--- src/rtl/mem_master_if.sv ---
// -----------------------------------------------------------------------------
// mem_master_if
//
// Purpose:
//   Bundles the two buses around mem_master: the CPU load/store handshake
//   and the pin-level bus to the 16-bit word RAM.
//
// Modports:
//   master : view used by mem_master itself (accepts CPU requests, drives the
//            RAM pins, returns responses)
//   slave  : view used by the surrounding system (the CPU datapath drives
//            requests and consumes responses, the RAM returns read data)
//
// Signal summary:
//   req_valid/req_ready/req_rw/req_addr/req_wdata   CPU request channel
//   resp_valid/resp_ready/resp_rdata/resp_err       CPU response channel
//   mem_en/mem_rw/mem_addr/mem_wdata/mem_q          RAM control and data
//   rw polarity everywhere: 1 = read, 0 = write.
// -----------------------------------------------------------------------------
interface mem_master_if #(
    parameter int DATA_W = 16,
    parameter int ADDR_W = 16
);

    // CPU request channel
    logic              req_valid;
    logic              req_ready;
    logic              req_rw;
    logic [ADDR_W-1:0] req_addr;
    logic [DATA_W-1:0] req_wdata;

    // CPU response channel
    logic              resp_valid;
    logic              resp_ready;
    logic [DATA_W-1:0] resp_rdata;
    logic              resp_err;

    // RAM pins
    logic              mem_en;
    logic              mem_rw;
    logic [ADDR_W-1:0] mem_addr;
    logic [DATA_W-1:0] mem_wdata;
    logic [DATA_W-1:0] mem_q;

    modport master (
        input  req_valid,
        input  req_rw,
        input  req_addr,
        input  req_wdata,
        output req_ready,
        output resp_valid,
        input  resp_ready,
        output resp_rdata,
        output resp_err,
        output mem_en,
        output mem_rw,
        output mem_addr,
        output mem_wdata,
        input  mem_q
    );

    modport slave (
        output req_valid,
        output req_rw,
        output req_addr,
        output req_wdata,
        input  req_ready,
        input  resp_valid,
        output resp_ready,
        input  resp_rdata,
        input  resp_err,
        input  mem_en,
        input  mem_rw,
        input  mem_addr,
        input  mem_wdata,
        output mem_q
    );

endinterface : mem_master_if

--- src/rtl/mem_master.sv ---
// -----------------------------------------------------------------------------
// mem_master
//
// Purpose:
//   Processor-side initiator for the 16-bit word RAM. Takes one load/store
//   at a time from the CPU, pulses the RAM enable for a single cycle, waits
//   the RAM read latency for loads, and hands a response back to the CPU.
//   Addresses at or beyond MEM_WORDS are answered with resp_err and never
//   reach the RAM pins.
//
// Ports:
//   clk  : system clock, everything on the rising edge
//   rst  : synchronous, active-high reset; abandons any transaction in flight
//   bus  : mem_master_if.master
//            req_*  : CPU request (valid/ready). req_ready is the only
//                     combinational output: high in IDLE when not in reset.
//            resp_* : CPU response (valid/ready), held until consumed.
//                     resp_rdata is 0 for writes and errors.
//            mem_*  : RAM enable/direction/address/write data, all
//                     registered; mem_q is the RAM read data.
//
// Parameters:
//   DATA_W     : data word width (must match the interface)
//   ADDR_W     : address width (must match the interface)
//   MEM_WORDS  : number of implemented RAM words
//   RD_LATENCY : edges from the read strobe edge to valid RAM data, 1..15
//
// Timing, with the request accepted at edge T:
//   error response visible after T, write response after T+1,
//   read response after T+1+RD_LATENCY. Consuming a response returns to
//   IDLE; a new request can be taken on the following edge at the earliest.
// -----------------------------------------------------------------------------
module mem_master #(
    parameter int DATA_W     = 16,
    parameter int ADDR_W     = 16,
    parameter int MEM_WORDS  = 512,
    parameter int RD_LATENCY = 1
) (
    input  logic         clk,
    input  logic         rst,
    mem_master_if.master bus
);

    // Four bits cover the full 1..15 latency range.
    localparam int CNT_W = 4;

    // One extra bit on the limit keeps the range test exact even when
    // MEM_WORDS equals 2**ADDR_W; addresses are compared, never truncated.
    localparam logic [ADDR_W:0]  MEM_LIMIT  = (ADDR_W + 1)'(MEM_WORDS);
    localparam logic [CNT_W-1:0] RD_LAT_CNT = CNT_W'(RD_LATENCY);
    localparam logic [CNT_W-1:0] CNT_ONE    = CNT_W'(1);

    typedef enum logic [1:0] {
        ST_IDLE,   // waiting for a CPU request
        ST_ISSUE,  // RAM strobe cycle, mem_en high
        ST_WAIT,   // counting down the RAM read latency
        ST_RESP    // response presented, waiting for resp_ready
    } state_e;

    state_e            state_d,      state_q;
    logic              mem_en_d,     mem_en_q;
    logic              mem_rw_d,     mem_rw_q;
    logic [ADDR_W-1:0] mem_addr_d,   mem_addr_q;
    logic [DATA_W-1:0] mem_wdata_d,  mem_wdata_q;
    logic              resp_valid_d, resp_valid_q;
    logic [DATA_W-1:0] resp_rdata_d, resp_rdata_q;
    logic              resp_err_d,   resp_err_q;
    logic [CNT_W-1:0]  cnt_d,        cnt_q;

    logic accept;
    logic addr_err;

    // Gating with rst makes a request that coincides with reset invisible:
    // reset always wins over acceptance.
    assign bus.req_ready = (state_q == ST_IDLE) && !rst;
    assign accept        = bus.req_valid && bus.req_ready;
    assign addr_err      = {1'b0, bus.req_addr} >= MEM_LIMIT;

    // -------------------------------------------------------------------------
    // Next-state logic
    // -------------------------------------------------------------------------
    always_comb begin
        // NOTE: every variable assigned here gets a hold-value default first,
        // so no path through the case leaves one unassigned (no latches).
        state_d      = state_q;
        mem_en_d     = mem_en_q;
        mem_rw_d     = mem_rw_q;
        mem_addr_d   = mem_addr_q;
        mem_wdata_d  = mem_wdata_q;
        resp_valid_d = resp_valid_q;
        resp_rdata_d = resp_rdata_q;
        resp_err_d   = resp_err_q;
        cnt_d        = cnt_q;

        unique case (state_q)
            ST_IDLE: begin
                if (accept) begin
                    if (addr_err) begin
                        // Out-of-range: answer immediately, RAM pins untouched.
                        state_d      = ST_RESP;
                        resp_valid_d = 1'b1;
                        resp_err_d   = 1'b1;
                        resp_rdata_d = '0;
                    end else begin
                        state_d     = ST_ISSUE;
                        mem_en_d    = 1'b1;
                        mem_rw_d    = bus.req_rw;
                        mem_addr_d  = bus.req_addr;
                        mem_wdata_d = bus.req_wdata;
                    end
                end
            end

            ST_ISSUE: begin
                // Strobe ends here; parking rw at read means a stray enable
                // could never turn into a write.
                mem_en_d = 1'b0;
                mem_rw_d = 1'b1;
                if (mem_rw_q) begin
                    state_d = ST_WAIT;
                    cnt_d   = RD_LAT_CNT;
                end else begin
                    state_d      = ST_RESP;
                    resp_valid_d = 1'b1;
                    resp_err_d   = 1'b0;
                    resp_rdata_d = '0;
                end
            end

            ST_WAIT: begin
                cnt_d = cnt_q - CNT_ONE;
                // mem_q is only trusted on this edge; before it the RAM output
                // may still be showing an older word.
                if (cnt_q == CNT_ONE) begin
                    state_d      = ST_RESP;
                    resp_valid_d = 1'b1;
                    resp_err_d   = 1'b0;
                    resp_rdata_d = bus.mem_q;
                end
            end

            ST_RESP: begin
                if (resp_valid_q && bus.resp_ready) begin
                    state_d      = ST_IDLE;
                    resp_valid_d = 1'b0;
                    resp_err_d   = 1'b0;
                end
            end

            default: begin
                state_d = ST_IDLE;
            end
        endcase
    end

    // -------------------------------------------------------------------------
    // State registers
    // -------------------------------------------------------------------------
    always_ff @(posedge clk) begin
        // NOTE: non-blocking assignments here so every flop samples the values
        // from before the edge, independent of statement order.
        if (rst) begin
            state_q      <= ST_IDLE;
            mem_en_q     <= 1'b0;
            mem_rw_q     <= 1'b1;
            mem_addr_q   <= '0;
            mem_wdata_q  <= '0;
            resp_valid_q <= 1'b0;
            resp_rdata_q <= '0;
            resp_err_q   <= 1'b0;
            cnt_q        <= '0;
        end else begin
            state_q      <= state_d;
            mem_en_q     <= mem_en_d;
            mem_rw_q     <= mem_rw_d;
            mem_addr_q   <= mem_addr_d;
            mem_wdata_q  <= mem_wdata_d;
            resp_valid_q <= resp_valid_d;
            resp_rdata_q <= resp_rdata_d;
            resp_err_q   <= resp_err_d;
            cnt_q        <= cnt_d;
        end
    end

    // -------------------------------------------------------------------------
    // Outputs
    // -------------------------------------------------------------------------
    assign bus.mem_en     = mem_en_q;
    assign bus.mem_rw     = mem_rw_q;
    assign bus.mem_addr   = mem_addr_q;
    assign bus.mem_wdata  = mem_wdata_q;
    assign bus.resp_valid = resp_valid_q;
    assign bus.resp_rdata = resp_rdata_q;
    assign bus.resp_err   = resp_err_q;

endmodule : mem_master

--- src/flat_wrapper.sv ---
// flat-port wrapper written by rule: the top's interface ports become plain ports
module mem_master_flat 
#(
    parameter int DATA_W     = 16,
    parameter int ADDR_W     = 16,
    parameter int MEM_WORDS  = 512,
    parameter int RD_LATENCY = 1
)
  (clk, rst, bus_req_valid, bus_req_rw, bus_req_addr, bus_req_wdata, bus_req_ready, bus_resp_valid, bus_resp_ready, bus_resp_rdata, bus_resp_err, bus_mem_en, bus_mem_rw, bus_mem_addr, bus_mem_wdata, bus_mem_q);
  mem_master_if #(.DATA_W(DATA_W), .ADDR_W(ADDR_W)) bus_i ();
  input  logic clk;
  input  logic rst;
  input wire logic [$bits(bus_i.req_valid)-1:0] bus_req_valid;
  input wire logic [$bits(bus_i.req_rw)-1:0] bus_req_rw;
  input wire logic [$bits(bus_i.req_addr)-1:0] bus_req_addr;
  input wire logic [$bits(bus_i.req_wdata)-1:0] bus_req_wdata;
  output wire logic [$bits(bus_i.req_ready)-1:0] bus_req_ready;
  output wire logic [$bits(bus_i.resp_valid)-1:0] bus_resp_valid;
  input wire logic [$bits(bus_i.resp_ready)-1:0] bus_resp_ready;
  output wire logic [$bits(bus_i.resp_rdata)-1:0] bus_resp_rdata;
  output wire logic [$bits(bus_i.resp_err)-1:0] bus_resp_err;
  output wire logic [$bits(bus_i.mem_en)-1:0] bus_mem_en;
  output wire logic [$bits(bus_i.mem_rw)-1:0] bus_mem_rw;
  output wire logic [$bits(bus_i.mem_addr)-1:0] bus_mem_addr;
  output wire logic [$bits(bus_i.mem_wdata)-1:0] bus_mem_wdata;
  input wire logic [$bits(bus_i.mem_q)-1:0] bus_mem_q;
  assign bus_i.req_valid = bus_req_valid;
  assign bus_i.req_rw = bus_req_rw;
  assign bus_i.req_addr = bus_req_addr;
  assign bus_i.req_wdata = bus_req_wdata;
  assign bus_req_ready = bus_i.req_ready;
  assign bus_resp_valid = bus_i.resp_valid;
  assign bus_i.resp_ready = bus_resp_ready;
  assign bus_resp_rdata = bus_i.resp_rdata;
  assign bus_resp_err = bus_i.resp_err;
  assign bus_mem_en = bus_i.mem_en;
  assign bus_mem_rw = bus_i.mem_rw;
  assign bus_mem_addr = bus_i.mem_addr;
  assign bus_mem_wdata = bus_i.mem_wdata;
  assign bus_i.mem_q = bus_mem_q;
  mem_master #(.DATA_W(DATA_W), .ADDR_W(ADDR_W), .MEM_WORDS(MEM_WORDS), .RD_LATENCY(RD_LATENCY)) u_core (.clk(clk), .rst(rst), .bus(bus_i));
endmodule
--- config.mk ---
export PLATFORM = sky130hd
export DESIGN_NAME = mem_master_flat
export DESIGN_NICKNAME = d
export VERILOG_FILES = /design/src/rtl/mem_master_if.sv /design/src/rtl/mem_master.sv /design/src/flat_wrapper.sv
export SDC_FILE = /design/constraint.sdc
export NUM_CORES = 1
export LEC_CHECK = 0
export CORE_UTILIZATION = 44
export DETAILED_ROUTE_END_ITERATION = 16
export PLACE_DENSITY = 0.93
export SYNTH_ARGS = -nofsm -noshare
export SYNTH_HDL_FRONTEND = slang
export SYNTH_SLANG_ARGS = --single-unit
--- constraint.sdc ---
create_clock -name clk -period 3.9 [get_ports clk]
set_clock_uncertainty 0.1 [all_clocks]
set_input_delay 0.78 -clock clk [delete_from_list [all_inputs] [get_ports clk]]
set_output_delay 0.78 -clock clk [all_outputs]
set_load 0.005 [all_outputs]
==> summary.md, run 1 <==
| Metric | Value |
|---|---|
| Crit-path max FO | 10 |
| Latest clock arrival within the worst-skew pair | 330 ps |
| CTS H-Tree Depth | 3 |
| Crit-path max cell delay | 530 ps |
| First-pass GRT wire length | 9830 um |
| Mapped Area | 0.00231 mm^2 |
| PortBufs | 105 |
| WS Path Type | register to output port |
| EDFF count, synth | 0 |
| Iter 0 DRT Violations | 106 |
| Synth top area cells | dfxtp_1 (50%), a21oi_1 (9.3%), nand2_1 (8.9%), nand4_1 (4.9%), o21ai_0 (4.5%) |
| Mean Syn Cell Area | 8.41 um^2 |
| Slew @ Worst Pin | 942 ps |
| HPWL after DPL | 4460 um |
| Slew margin rel. | 37.2% |
| Worst reg2reg startpoint | u_core.state_q[0]$_SDFFE_PP0P_ |
| Initial antenna violation count | 0 |
| DR vias/cell | 5.32 |
| CTS Buf Count | 9 |
| Crit path DAT | 1920 ps |
| Layout cell share with drive strength beyond 1 | 5.57% |
| DRT Pass-1 Iters | 5 |
| Hold_sp | u_core.bus.mem_addr[6]$_SDFFE_PP0P_ |
| Post-route ant nets | 0 |
| Number of post-CTS setup repair buffers | 0 |
| Largest net degree at the start of global routing | 29 |
| Leakage power | 1.25 nW |
| Status | finished, final reports clean |
| Dominant synthesized flop cell | dfxtp_1 |
| Wire per inst | 14.5 um |
| Nets | 435 |
| Global placement routability congestion | 0.783 |
| Global-route usage over all layers | 23.6% |
| Congestion Overflow GR | 0 |
| Final Setup Violations | 0 |
| Max cap viols | 0 |
| Total power | 1.77 mW |
| CTS tree | built |
| Routed WL | 6460 um |
| Horiz. Die Dim | 74.5 um |
| Hold Buf Count CTS | 0 |
| Num ports | 106 |
| Area of the die | 0.00555 mm^2 |
| Syn Nets | 335 |
| Worst-path clk slew | 60 ps |
| Synth cell types | 33 |
| Register area share after synthesis | 50.2% |
| Clock sink count | 58 |
| Clock Path Buffers | 2 |
| Area growth syn-to-layout | 53.9% |
| Resized Gates After CTS | 0 |
| Fill count | 414 |
| DRC viols | 0 |
| Vias in the first global route | 2,259 |
| Max VDD drop | 309 uV |
| R2r setup slk | 1220 ps |
| Worst Path Required | 3020 ps |
| Synth top area share | 50.2% |
| CP startpoint kind | register |
| Fmax | 358 MHz |
| Core ar. | 0.00507 mm^2 |
| Hold path endpoint | u_core.bus.mem_addr[6]$_SDFFE_PP0P_ |
| # rows | 26 |
| Post-synth top area cell | dfxtp_1 |
| Ant. Diodes | 0 |
| Via count | 2,378 |
| Unrepaired setup endpoints after global routing | false |
| Reg2reg path depth | 5 |
| Hold Path Class | register to register |
| Final Hold Fails | 0 |
| Post-Syn Instances | 275 |
| Slowest cell on crit path | clkdlybuf4s50_1 |
| PD cells | 496 mW/mm^2 |
| Die H | 74.5 um |
| Final Slew Violations | 0 |
| Initial Util | 45.6% |
| Async SR Flop Fraction | 0% |
| Crit path from | u_core.state_q[0]$_SDFFE_PP0P_ |
| Crit. End Element | output port |
| Post-layout minimum cycle time | 2800 ps |
| Yosys warns | 0 |
| Reg2reg end | u_core.state_q[0]$_SDFFE_PP0P_ |
| CP Cell Sequence | inv_1, ha_1, nor2b_1, clkdlybuf4s50_1 |
| CTS Root Cell | clkbuf_8 |
| Sum Neg Setup Slack | 0 ps |
| Final worst-path cycle share | 71.7% |
| #FFs+latches synth | 58 |
| Worst hold path cell count | 2 |
-- per-layer routing --
metal	wire (um)	part of all wire [%]	global-route usage, %
met3	499	7.7	6.23
met1	2590	40	28.9
met4	96	1.5	10.7
met2	3280	51	38.6
met5	0	0	0
-- logic make-up after synthesis --
logic type | count (synthesis) | synth area share [%]
and+or+nand+nor | 106 | 22.6
AOI/OAI and AO/OA | 78 | 19.0
DFF | 58 | 50.2
buffers and inverters | 26 | 4.43
adders and majority gates | 7 | 3.79
-- synthesized netlist by cell type (5+ instances only) --
cell	number
dfxtp_1	58
nand2_1	55
nand4_1	18
ha_1	7
nor2_1	5
and3_1	7
clkbuf_1	17
o21ai_0	21
nand2b_1	5
inv_1	5
a21oi_1	43
-- power breakdown --
group,switching (mW),leakage [nW],internal (mW)
Clock,0.208,0.0815,0.255
Combinational,0.360,0.701,0.259
Sequential,0.0404,0.469,0.644
Total,0.608,1.25,1.16
-- worst max-delay path, delay by kind of cell (launching register included) --
kind,cells,cell delay (ps)
flip-flops,1,360
buffers and inverters,2,650
adder cells (fa/ha/maj),1,360
AND/OR/NAND/NOR,1,210
-- registers in the layout, summed over array words and instances (netlist names) --
signal,cells
u_core.bus.mem_addr,16
u_core.bus.mem_en,1
u_core.bus.mem_rw,1
u_core.bus.mem_wdata,16
u_core.bus.resp_err,1
u_core.bus.resp_rdata,16
u_core.bus.resp_valid,1
u_core.cnt_q,4
u_core.state_q,2
-- through the flow --
stage	cell area, um^2	std cells	utilization, %	setup WS (ps)	hold slack, ps
finish	3560	447	70.1	1100	353
global placement	3400	434	67.0	1030	342
detailed placement	3400	434	67.0	892	348
CTS	3560	447	70.1	1140	356
global route	3560	447	70.1	990	374
floorplan	2310	275	-	1610	352
-- layout make-up --
class                      instances  area (um^2)  share of cell area, %
sequential                        58         1160                   32.6
tap                               70         87.6                   2.46
clock buffer                      13          159                   4.46
inverter                           5         18.8                  0.527
multi-input combinational        191         1050                   29.5
timing repair buffer             110         1080                   30.4
-- cells in the final DEF, fill, tap and decap left out, types with 2 or more instances in the layout --
| master | count |
|---|---|
| dfxtp_1 | 58 |
| clkbuf_8 | 11 |
| a21oi_1 | 43 |
| a22oi_1 | 2 |
| and3_1 | 7 |
| nor2_1 | 5 |
| ha_1 | 7 |
| nand4_1 | 18 |
| inv_1 | 5 |
| nand2b_1 | 5 |
| o21ai_0 | 21 |
| nor2b_1 | 4 |
| nand2_1 | 55 |
| buf_4 | 5 |
| nor3_1 | 4 |
| clkbuf_1 | 2 |
| a211oi_1 | 3 |
| clkdlybuf4s50_1 | 104 |
-- worst max-delay path by stage --
stage / endpoint / slack [ps]
floorplan: u_core.state_q[0]$_SDFFE_PP0P_ / 1610
global placement: u_core.bus.mem_addr[4]$_SDFFE_PP0P_ / 1030
detailed placement: u_core.bus.mem_addr[4]$_SDFFE_PP0P_ / 890
CTS: bus_req_ready / 1140
global route: u_core.bus.mem_addr[5]$_SDFFE_PP0P_ / 990
finish: bus_req_ready / 1100
No activity file was read; power rests on OpenSTA's default activity.
==> run 2: changes to the inputs <==
--- a/config.mk
+++ b/config.mk
@@ -5,9 +5,9 @@
 export SDC_FILE = /design/constraint.sdc
 export NUM_CORES = 1
 export LEC_CHECK = 0
-export CORE_UTILIZATION = 44
+export CORE_UTILIZATION = 41
 export DETAILED_ROUTE_END_ITERATION = 16
-export PLACE_DENSITY = 0.93
+export PLACE_DENSITY = 0.88
 export SYNTH_ARGS = -nofsm -noshare
 export SYNTH_HDL_FRONTEND = slang
 export SYNTH_SLANG_ARGS = --single-unit
==> constraint.sdc (replaced) <==
create_clock -name clk -period 2.9 [get_ports clk]
set_clock_uncertainty 0.1 [all_clocks]
set_input_delay 0.58 -clock clk [delete_from_list [all_inputs] [get_ports clk]]
set_output_delay 0.58 -clock clk [all_outputs]
set_load 0.005 [all_outputs]
==> run 2 against run 1 <==
  * Register-to-register slack got worse by 490 ps
  * Cell area increased by 1.1%
  * Via count decreased by 1.6%
  * Clock power up 45%
  * Final cell count grew 1.1%
  * First-iteration DRC count grew 39%
  * Hold slack improved by 0.66 ps
  * Count of clock-buffer cells in the layout grew 1
  * Setup slack worse by 740 ps
  * Total power rose by 36%
  * Sequential share of layout area decreased by 0.35 points
  * Routed wire length is 4.1% lower
  * Highest routed layer unchanged
==> summary.md, run 2 (synthesis results as in run 1) <==
| Metric | Value |
|---|---|
| Status | finished, final reports clean |
| Worst hold path cell count | 2 |
| CTS H-Tree Depth | 3 |
| DRT Pass-1 Iters | 4 |
| Hold Buf Count CTS | 0 |
| Max VDD drop | 434 uV |
| Cell Area, Placed | 0.00342 mm^2 |
| Post-route ant nets | 0 |
| DR vias/cell | 5.17 |
| Final Slew Violations | 0 |
| Global placement routability congestion | 0.746 |
| First-pass GRT wire length | 10,100 um |
| Slew @ Worst Pin | 764 ps |
| Worst Path Required | 2220 ps |
| Hold path endpoint | u_core.bus.mem_addr[1]$_SDFFE_PP0P_ |
| Latest clock arrival within the worst-skew pair | 330 ps |
| Resized Gates After CTS | 0 |
| PD cells | 669 mW/mm^2 |
| Worst reg2reg startpoint | u_core.state_q[0]$_SDFFE_PP0P_ |
| Most common cell after layout, fill and taps aside | clkdlybuf4s50_1 |
| CTS Root Cell | clkbuf_8 |
| CTS tree | built |
| Leakage power | 1.28 nW |
| Initial antenna violation count | 0 |
| Wire per inst | 13.7 um |
| Layout cell share with drive strength beyond 1 | 6.81% |
| Slew margin rel. | 49.0% |
| Clock sink count | 58 |
| Via count | 2,339 |
| Congestion Overflow GR | 0 |
| Hold Path Class | register to register |
| Area of the die | 0.00595 mm^2 |
| Vias in the first global route | 2,173 |
| Hold_sp | u_core.bus.mem_addr[1]$_SDFFE_PP0P_ |
| PortBufs | 105 |
| Number of post-CTS setup repair buffers | 0 |
| FF+latch area | 0.00116 mm^2 |
| CTS Buf Count | 9 |
| Worst-path clk slew | 60 ps |
| Area growth syn-to-layout | 55.5% |
| Crit-path max FO | 10 |
| Multi-input gate area | 0.00105 mm^2 |
| Iter 0 DRT Violations | 147 |
| DRC viols | 0 |
| Reg2reg end | u_core.state_q[0]$_SDFFE_PP0P_ |
| Final Hold Fails | 0 |
| Die H | 77.1 um |
| Crit path from | u_core.state_q[0]$_SDFFE_PP0P_ |
| Ant. Diodes | 0 |
| Final worst-path cycle share | 87.4% |
| Largest net degree at the start of global routing | 39 |
| # rows | 26 |
| Commonest non-fill, non-tap cells in the layout | clkdlybuf4s50_1 (104), dfxtp_1 (58), nand2_1 (55), a21oi_1 (43), o21ai_0 (21) |
| Horiz. Die Dim | 77.1 um |
| Design area | 0.00360 mm^2 |
| R2r setup slk | 730 ps |
| Num ports | 106 |
| Core ar. | 0.00527 mm^2 |
| Final Setup Violations | 0 |
| Max cap viols | 0 |
| Post-layout minimum cycle time | 2530 ps |
| Crit. End Element | output port |
| Crit path DAT | 1850 ps |
| HPWL after DPL | 4310 um |
| Global-route usage over all layers | 21.6% |
| Routed WL | 6200 um |
| WHS | 354 ps |
| Unrepaired setup endpoints after global routing | false |
| Clock Path Buffers | 2 |
| Nets | 437 |
| WS Path Type | register to output port |
| CP startpoint kind | register |
| Fill count | 468 |
| Initial Util | 43.9% |
| Sum Neg Setup Slack | 0 ps |
| Reg2reg path depth | 6 |
| Fmax | 395 MHz |
==> run 2: changes by cell type in the layout (fill, tap and decap cells not counted), sizes merged <==
cell / before / now
clkbuf: 13 / 14
buf: 6 / 8
clkinv: 0 / 2
==> run 2: area by class of cell <==
cell class                      instances  area share, %
Sequential cell                        58           32.3
Timing Repair Buffer                  112           30.5
Multi-Input combinational cell        191           29.2
Clock buffer                           14           4.80
Tap cell                               70           2.43
Inverter                                5          0.522
Clock inverter                          2          0.278
==> run 2: power breakdown <==
part	internal [mW]	switching (mW)	leakage [nW]
Clock	0.378	0.291	0.0965
Combinational	0.363	0.455	0.711
Sequential	0.866	0.0552	0.469
==> run 2: worst max-delay path by stage <==
stage	endpoint	slack, ps	cells after the start
4_1_cts	bus_req_ready	360	4
3_5_place_dp	u_core.bus.mem_addr[5]$_SDFFE_PP0P_	370	6
5_1_grt	bus_req_ready	210	4
6_report	bus_req_ready	370	4
2_1_floorplan	u_core.state_q[0]$_SDFFE_PP0P_	810	5
3_3_place_gp	u_core.bus.mem_addr[2]$_SDFFE_PP0P_	450	6
==> run 2: layer usage <==
layer	global-route usage (%)	part of all wire (%)	vias to the layer above
met3	3.93	6.2	11
met1	27.9	43	1070
met4	10.2	1.9	0
li1	-	-	1167
met5	0	0	-
met2	34.7	49	91
==> run 2: worst max-delay path, stage by stage (launching register included) <==
cell and delay (ps):
dfxtp_1 360, inv_1 120, ha_1 340, nor2b_1 180, clkdlybuf4s50_1 520
==> run 2: metrics by stage <==
| step | setup WS, ps | power [mW] | cells | utilization (%) |
|---|---|---|---|---|
| detailed placement | 371 | 1.74 | 436 | 64.8 |
| finish | 366 | 2.41 | 452 | 68.3 |
| global placement | 452 | 1.72 | 436 | 64.8 |
| CTS | 361 | 2.42 | 452 | 68.3 |
| floorplan | 813 | 1.44 | 275 | - |
| global route | 208 | 2.56 | 452 | 68.3 |
